**config.mk**
```make
export PLATFORM = sky130hd
export DESIGN_NAME = memory_access_stage
export DESIGN_NICKNAME = d
export VERILOG_FILES = /design/src/rtl/params.sv /design/src/rtl/memory_access_stage.sv
export SDC_FILE = /design/constraint.sdc
export NUM_CORES = 1
export LEC_CHECK = 0
export CAP_MARGIN = 20
export CORE_MARGIN = 2
export CORE_UTILIZATION = 46
export DETAILED_ROUTE_END_ITERATION = 10
export PLACE_DENSITY = 0.89
export SKIP_LAST_GASP = 1
export SYNTH_ARGS = -nofsm -noshare
export SYNTH_HDL_FRONTEND = slang
export SYNTH_SLANG_ARGS = --single-unit
```
**constraint.sdc**
```tcl
create_clock -name clk -period 7.3 [get_ports clk]
set_clock_uncertainty 0.2 [all_clocks]
set_input_delay 1.825 -clock clk [delete_from_list [all_inputs] [get_ports clk]]
set_output_delay 1.825 -clock clk [all_outputs]
set_load 0.05 [all_outputs]
```
**src/rtl/params.sv**
```systemverilog
// Shared pipeline types.
//   word            - 32-bit datapath word
//   write_back_op_t - write-back source selection carried through MEM/WB
package params;

  typedef logic [31:0] word;

  typedef enum logic [1:0] {
    NO_WRITE_BACK  = 2'd0,
    WRITE_BACK_OUT = 2'd1,
    WRITE_BACK_PC4 = 2'd2,
    WRITE_BACK_MEM = 2'd3
  } write_back_op_t;

endpackage

```
**src/rtl/memory_access_stage.sv**
```systemverilog
// memory_access_stage
// Pipeline stage between execute and write-back. Accepts one instruction per
// in_valid/in_ready handshake, runs any load/store on the data-memory bus and
// registers the MEM/WB values (pc_4, memory_out, write_back_ctrl).
//
// Ports:
//   clk, rst                 - clock (rising edge), async active-high reset
//   in_valid / in_ready      - instruction handshake from execute
//   alu_result, store_data   - effective address / result, and store value
//   pc_4_in                  - PC+4 of the offered instruction
//   mem_read, mem_write      - load / store request (never both)
//   mem_size, mem_unsigned   - access size (00 B, 01 H, 1x W) and zero-extend
//   write_back_ctrl_in       - write-back selection for the instruction
//   dmem_*                   - data-memory bus (req held until ack)
//   out_valid                - one-cycle completion pulse
//   pc_4, memory_out,
//   write_back_ctrl          - registered MEM/WB values
//   misalign_err             - completion pulse flag for a trapped misaligned access
//
// Optional feature macro: MEM_MISALIGN_TRAP_EN
//   defined   - misaligned accesses complete in one cycle with misalign_err=1
//               and never reach the bus
//   undefined - misaligned addresses are forced to natural alignment and the
//               access proceeds; misalign_err is always 0
module memory_access_stage
  import params::*;
(
  input  logic           clk,
  input  logic           rst,
  input  logic           in_valid,
  output logic           in_ready,
  input  word            alu_result,
  input  word            store_data,
  input  word            pc_4_in,
  input  logic           mem_read,
  input  logic           mem_write,
  input  logic [1:0]     mem_size,
  input  logic           mem_unsigned,
  input  write_back_op_t write_back_ctrl_in,
  output logic           dmem_req,
  output logic           dmem_we,
  output word            dmem_addr,
  output word            dmem_wdata,
  output logic [3:0]     dmem_be,
  input  logic           dmem_ack,
  input  word            dmem_rdata,
  output logic           out_valid,
  output word            pc_4,
  output word            memory_out,
  output write_back_op_t write_back_ctrl,
  output logic           misalign_err
);

  typedef enum logic {
    IDLE = 1'b0,
    BUSY = 1'b1
  } state_t;

  state_t         state;
  state_t         next_state;

  word            addr_q;
  word            store_data_q;
  word            pc_4_q;
  logic [1:0]     size_q;
  logic           unsigned_q;
  logic           we_q;
  write_back_op_t write_back_ctrl_q;

  logic           accept;
  logic           is_mem;
  logic           trap;
  logic [1:0]     lane;
  logic [7:0]     load_byte;
  logic [15:0]    load_half;
  word            load_value;

  // Handshake decode. A trapped misaligned access completes straight from
  // IDLE like a non-memory op, so it must never move the FSM to BUSY.
  always_comb begin
    in_ready = (state == IDLE);
    accept   = in_valid & in_ready;
    is_mem   = mem_read | mem_write;
`ifdef MEM_MISALIGN_TRAP_EN
    trap     = is_mem & (((mem_size == 2'b01) & alu_result[0]) |
                         (mem_size[1] & (alu_result[1:0] != 2'b00)));
`else
    trap     = 1'b0;
`endif
  end

  // State register; reset abandons any access in flight, which drops
  // dmem_req immediately because the request is decoded from the state.
  always_ff @(posedge clk or posedge rst) begin
    if (rst) begin
      state <= IDLE;
    end else begin
      state <= next_state;
    end
  end

  // Next-state logic: only aligned (or alignment-forced) memory ops go to
  // the bus; the bus ack is the only way back out of BUSY.
  always_comb begin
    next_state = state;
    case (state)
      IDLE: begin
        if (accept && is_mem && !trap) begin
          next_state = BUSY;
        end
      end
      BUSY: begin
        if (dmem_ack) begin
          next_state = IDLE;
        end
      end
      default: next_state = IDLE;
    endcase
  end

  // Capture the instruction at accept so the bus signals stay stable for
  // the whole access regardless of what execute presents meanwhile.
  always_ff @(posedge clk or posedge rst) begin
    if (rst) begin
      addr_q            <= '0;
      store_data_q      <= '0;
      pc_4_q            <= '0;
      size_q            <= '0;
      unsigned_q        <= 1'b0;
      we_q              <= 1'b0;
      write_back_ctrl_q <= NO_WRITE_BACK;
    end else if (accept) begin
      addr_q            <= alu_result;
      store_data_q      <= store_data;
      pc_4_q            <= pc_4_in;
      size_q            <= mem_size;
      unsigned_q        <= mem_unsigned;
      we_q              <= mem_write;
      write_back_ctrl_q <= write_back_ctrl_in;
    end
  end

  // Effective byte lane within the word. Without the trap the low address
  // bits are forced to natural alignment here rather than at capture, so a
  // store still reports its original alu_result on memory_out.
  always_comb begin
`ifdef MEM_MISALIGN_TRAP_EN
    lane = addr_q[1:0];
`else
    case (size_q)
      2'b00:   lane = addr_q[1:0];
      2'b01:   lane = {addr_q[1], 1'b0};
      default: lane = 2'b00;
    endcase
`endif
  end

  // Bus drive: byte enables select the addressed lanes and the store data
  // is replicated across lanes so memory can pick whichever lane is enabled.
  always_comb begin
    dmem_req  = (state == BUSY);
    dmem_we   = we_q;
    dmem_addr = {addr_q[31:2], 2'b00};
    case (size_q)
      2'b00: begin
        dmem_be    = 4'b0001 << lane;
        dmem_wdata = {4{store_data_q[7:0]}};
      end
      2'b01: begin
        dmem_be    = 4'b0011 << {lane[1], 1'b0};
        dmem_wdata = {2{store_data_q[15:0]}};
      end
      default: begin
        dmem_be    = 4'b1111;
        dmem_wdata = store_data_q;
      end
    endcase
  end

  // Load extraction from the returned word, then sign or zero extension.
  always_comb begin
    case (lane)
      2'd0:    load_byte = dmem_rdata[7:0];
      2'd1:    load_byte = dmem_rdata[15:8];
      2'd2:    load_byte = dmem_rdata[23:16];
      default: load_byte = dmem_rdata[31:24];
    endcase
    load_half = lane[1] ? dmem_rdata[31:16] : dmem_rdata[15:0];
    case (size_q)
      2'b00:   load_value = {{24{~unsigned_q & load_byte[7]}}, load_byte};
      2'b01:   load_value = {{16{~unsigned_q & load_half[15]}}, load_half};
      default: load_value = dmem_rdata;
    endcase
  end

  // MEM/WB registers. Completion comes either straight from an accept
  // (non-memory op or trapped access) or from the bus ack in BUSY; the two
  // are exclusive because accept needs IDLE. write_back_ctrl falls back to
  // NO_WRITE_BACK on every cycle without a completion.
  always_ff @(posedge clk or posedge rst) begin
    if (rst) begin
      out_valid       <= 1'b0;
      pc_4            <= '0;
      memory_out      <= '0;
      write_back_ctrl <= NO_WRITE_BACK;
      misalign_err    <= 1'b0;
    end else begin
      out_valid       <= 1'b0;
      write_back_ctrl <= NO_WRITE_BACK;
      misalign_err    <= 1'b0;
      if (accept && (!is_mem || trap)) begin
        out_valid       <= 1'b1;
        pc_4            <= pc_4_in;
        memory_out      <= alu_result;
        write_back_ctrl <= trap ? NO_WRITE_BACK : write_back_ctrl_in;
        misalign_err    <= trap;
      end else if ((state == BUSY) && dmem_ack) begin
        out_valid       <= 1'b1;
        pc_4            <= pc_4_q;
        memory_out      <= we_q ? addr_q : load_value;
        write_back_ctrl <= write_back_ctrl_q;
      end
    end
  end

endmodule

```
==> qor.yml <==
timing:
  fmax_mhz: 192
  finalHoldViolations: 0
  max-slew-margin-rel_pct: 31.2
  rsz0062_at_grt: "no"
  worst_pin_slew_ps: 1030
  fin_crit_ps: 5210
  drv_slew: 0
  fin_tns_setup_ps: 0
  setup_violations: 0
  hold_ws_ps: 274
  period_share_pct: 71.4
worst_hold_path:
  min_delay_path_depth: 2
  hold_class: "reg2reg"
global_routing:
  grt-ovfl-total: 0
  antenna_found_initial: 1
  grt_usage_pct: 26.0
  grt_max_degree: 69
  grt_first_pass_wirelength_um: 39600
  grt_pass1_vias: 6974
placement:
  hpwl_um: 17700
  io_buffers: 274
  place_congestion: 0.817
  dpl_cell_area_um2: 10900
logic_synthesis:
  synth_compound_area_share_pct: 16.7
  synth_top_family_by_area: "multiplexers"
  avgSynthCellArea_um2: 11.3
  synthXorXnorAreaFrac_pct: 0
  yosysUniqueCellTypes: 51
  ys_seq_area_share_pct: 51.0
  syn_inst: 738
  synthFlopType: "dfrtp_1"
  async_reset_ff_share_pct: 100
  ys_ff_latch: 170
  synth-simple-area-share_pct: 7.39
  synth_mux_area_share_pct: 17.2
  synthAdderAreaFrac_pct: 0
  syn_area_um2: 8350
  yosys_warnings: 0
  synth_enable_flop_cells: 0
clock_network:
  clk_pin_slew_ps: 70
  cts_tree: "done"
  root_buffer: "clkbuf_16"
  cts_inserted_buffers: 17
  postCtsSetupBuffers: 0
  clkSinkCount: 170
  cts_resized: 0
  h-tree-depth: 4
  clock_tree.buffer_depth: 2
  cts_hold_buffers: 0
  clock_latency_ps: 420
layout:
  regArea_um2: 4260
  area_delta_synth_final_pct: 37.7
  multi_input_area_um2: 3480
  final_nets: 1082
  fillers: 1489
  fin_util_pct: 64.2
  fin_area_um2: 11500
  drive_gt1_share_pct: 19.1
floorplan:
  die_y_um: 139
  die-area_um2: 19200
  start_util_pct: 46.6
  rows: 49
  io_pins: 278
  die_w_um: 139
  core-area_um2: 17900
route:
  wl_per_cell_um: 21.1
  drt-initial-drc-count: 368
  ant_nets: 0
  drt_wl_total_um: 25000
  dr.pass1.iters: 5
  viasPerCell: 5.77
  drc: 0
  dr_total_vias: 6839
worst_setup_path:
  cp_slowest_cell: "nor2_1"
  critPathArrivalTime_ps: 3190
  reg2regPathDepth: 4
  path_class: "reg2out"
  crit_required_ps: 5280
  worstPathCellList: "nor2_1 -> mux2_2 -> clkdlybuf4s50_1"
  crit_path_end_kind: "output pin"
  startpoint_type: "flip-flop"
  path_buf_inv: 1
  cp.depth: 3
  worstPathMaxFanout: 20
  slowest_delay_ps: 930
  cp_top_family: "simple AND/OR/NAND/NOR gates"
pwr:
  p_leak_uw: 0.00472
  p_per_area_nw_per_um2: 377
  ir_worst_vdd_uv: 243
job:
  drv_cap: 0
run_status:
  run_status: "finished, final reports clean"
sequential cells by signal, summed over array words and instances, names as in the netlist:
name and cells:
dmem_req 1, addr_q 32, unsigned_q 1, pc_4_q 32
memory_out 32, size_q 2, pc_4 32, write_back_ctrl 2
out_valid 1, dmem_we 1, write_back_ctrl_q 2, store_data_q 32
cell usage after synthesis (6+ instances only):
master | n | area (um^2)
a21oi_1 | 20 | 100
a21oi_2 | 16 | 140
a222oi_1 | 6 | 60.1
a22o_1 | 8 | 70.1
a22oi_1 | 32 | 240
and3_1 | 18 | 113
buf_2 | 27 | 135
buf_4 | 48 | 360
clkbuf_1 | 21 | 78.8
dfrtp_1 | 170 | 4250
inv_1 | 7 | 26.3
mux2_2 | 114 | 1280
mux2i_1 | 11 | 110
nand2_1 | 86 | 323
o2111ai_1 | 16 | 140
o211ai_1 | 16 | 120
o21ai_0 | 45 | 225
o21ai_1 | 10 | 50.1
o22ai_1 | 6 | 37.5
per-stage QoR:
step           worst slack (ps)  total power, uW  std cells
2_1_floorplan               672             2770        740
3_3_place_gp               2540             3370       1153
3_5_place_dp               2550             3410       1153
4_1_cts                    2080             4360       1185
5_1_grt                    2010             4530       1186
6_report                   2090             4340       1186
layout make-up:
cell class / count / area share [%]
Antenna cell: 1 / 0.0218
Clock buffer: 17 / 3.70
Clock inverter: 15 / 1.64
Inverter: 10 / 0.370
Multi-Input combinational cell: 461 / 30.3
Sequential cell: 170 / 37.0
Tap cell: 229 / 2.49
Timing Repair Buffer: 283 / 24.4
final timing paths:
check,from,to,slack [ps]
min in group asynchronous,rst,pc_4_q[19],1590
setup reg to reg,size_q[0],memory_out[19],4310
setup / recovery,size_q[0],dmem_wdata[14],2090
max in group asynchronous,rst,memory_out[23],4160
hold / removal,pc_4[23],pc_4[23],270
hold reg to reg,pc_4[23],pc_4[23],270
cells in the final DEF, fill, tap and decap left out, types with 8 or more instances in the layout:
| cell type | netlist | layout |
|---|---|---|
| dfrtp_1 | 170 | 169 |
| and3_1 | 18 | 18 |
| a21oi_1 | 20 | 20 |
| buf_4 | 48 | 9 |
| mux2_2 | 114 | 114 |
| a21oi_2 | 16 | 16 |
| nand2_1 | 86 | 86 |
| clkdlybuf4s50_1 | 0 | 274 |
| o211ai_1 | 16 | 16 |
| a22oi_1 | 32 | 32 |
| o2111ai_1 | 16 | 16 |
| mux2i_1 | 11 | 11 |
| a22o_1 | 8 | 8 |
| clkbuf_16 | 0 | 17 |
| o21ai_0 | 45 | 45 |
| o21ai_1 | 10 | 10 |
logic make-up (layout without fill, tap and decap cells):
family / after synthesis / in the layout
other: 1 / 4
multiplexers: 129 / 129
flip-flops: 170 / 170
AND/OR/NAND/NOR: 130 / 130
AO/OA/AOI/OAI: 199 / 199
buffers and inverters: 109 / 325
metal layers:
layer  share of wire (%)  GRT usage [%]  up-vias
li1                    -              -     3073
met2                  47           42.3      324
met4                 3.4           9.99        0
met3                 8.3           7.80       58
met5                   0              0        -
met1                  41           33.0     3384
power by group:
group	internal [uW]	switching (uW)
Combinational	731	1290
Sequential	1190	189
Clock	519	419
tightest hold or removal path, cell delays in order (launching register included):
cell and delay, ps:
dfrtp_1 340, nand2_1 50, nand2_1 60
Note: power is estimated with default switching activity, not from simulation.
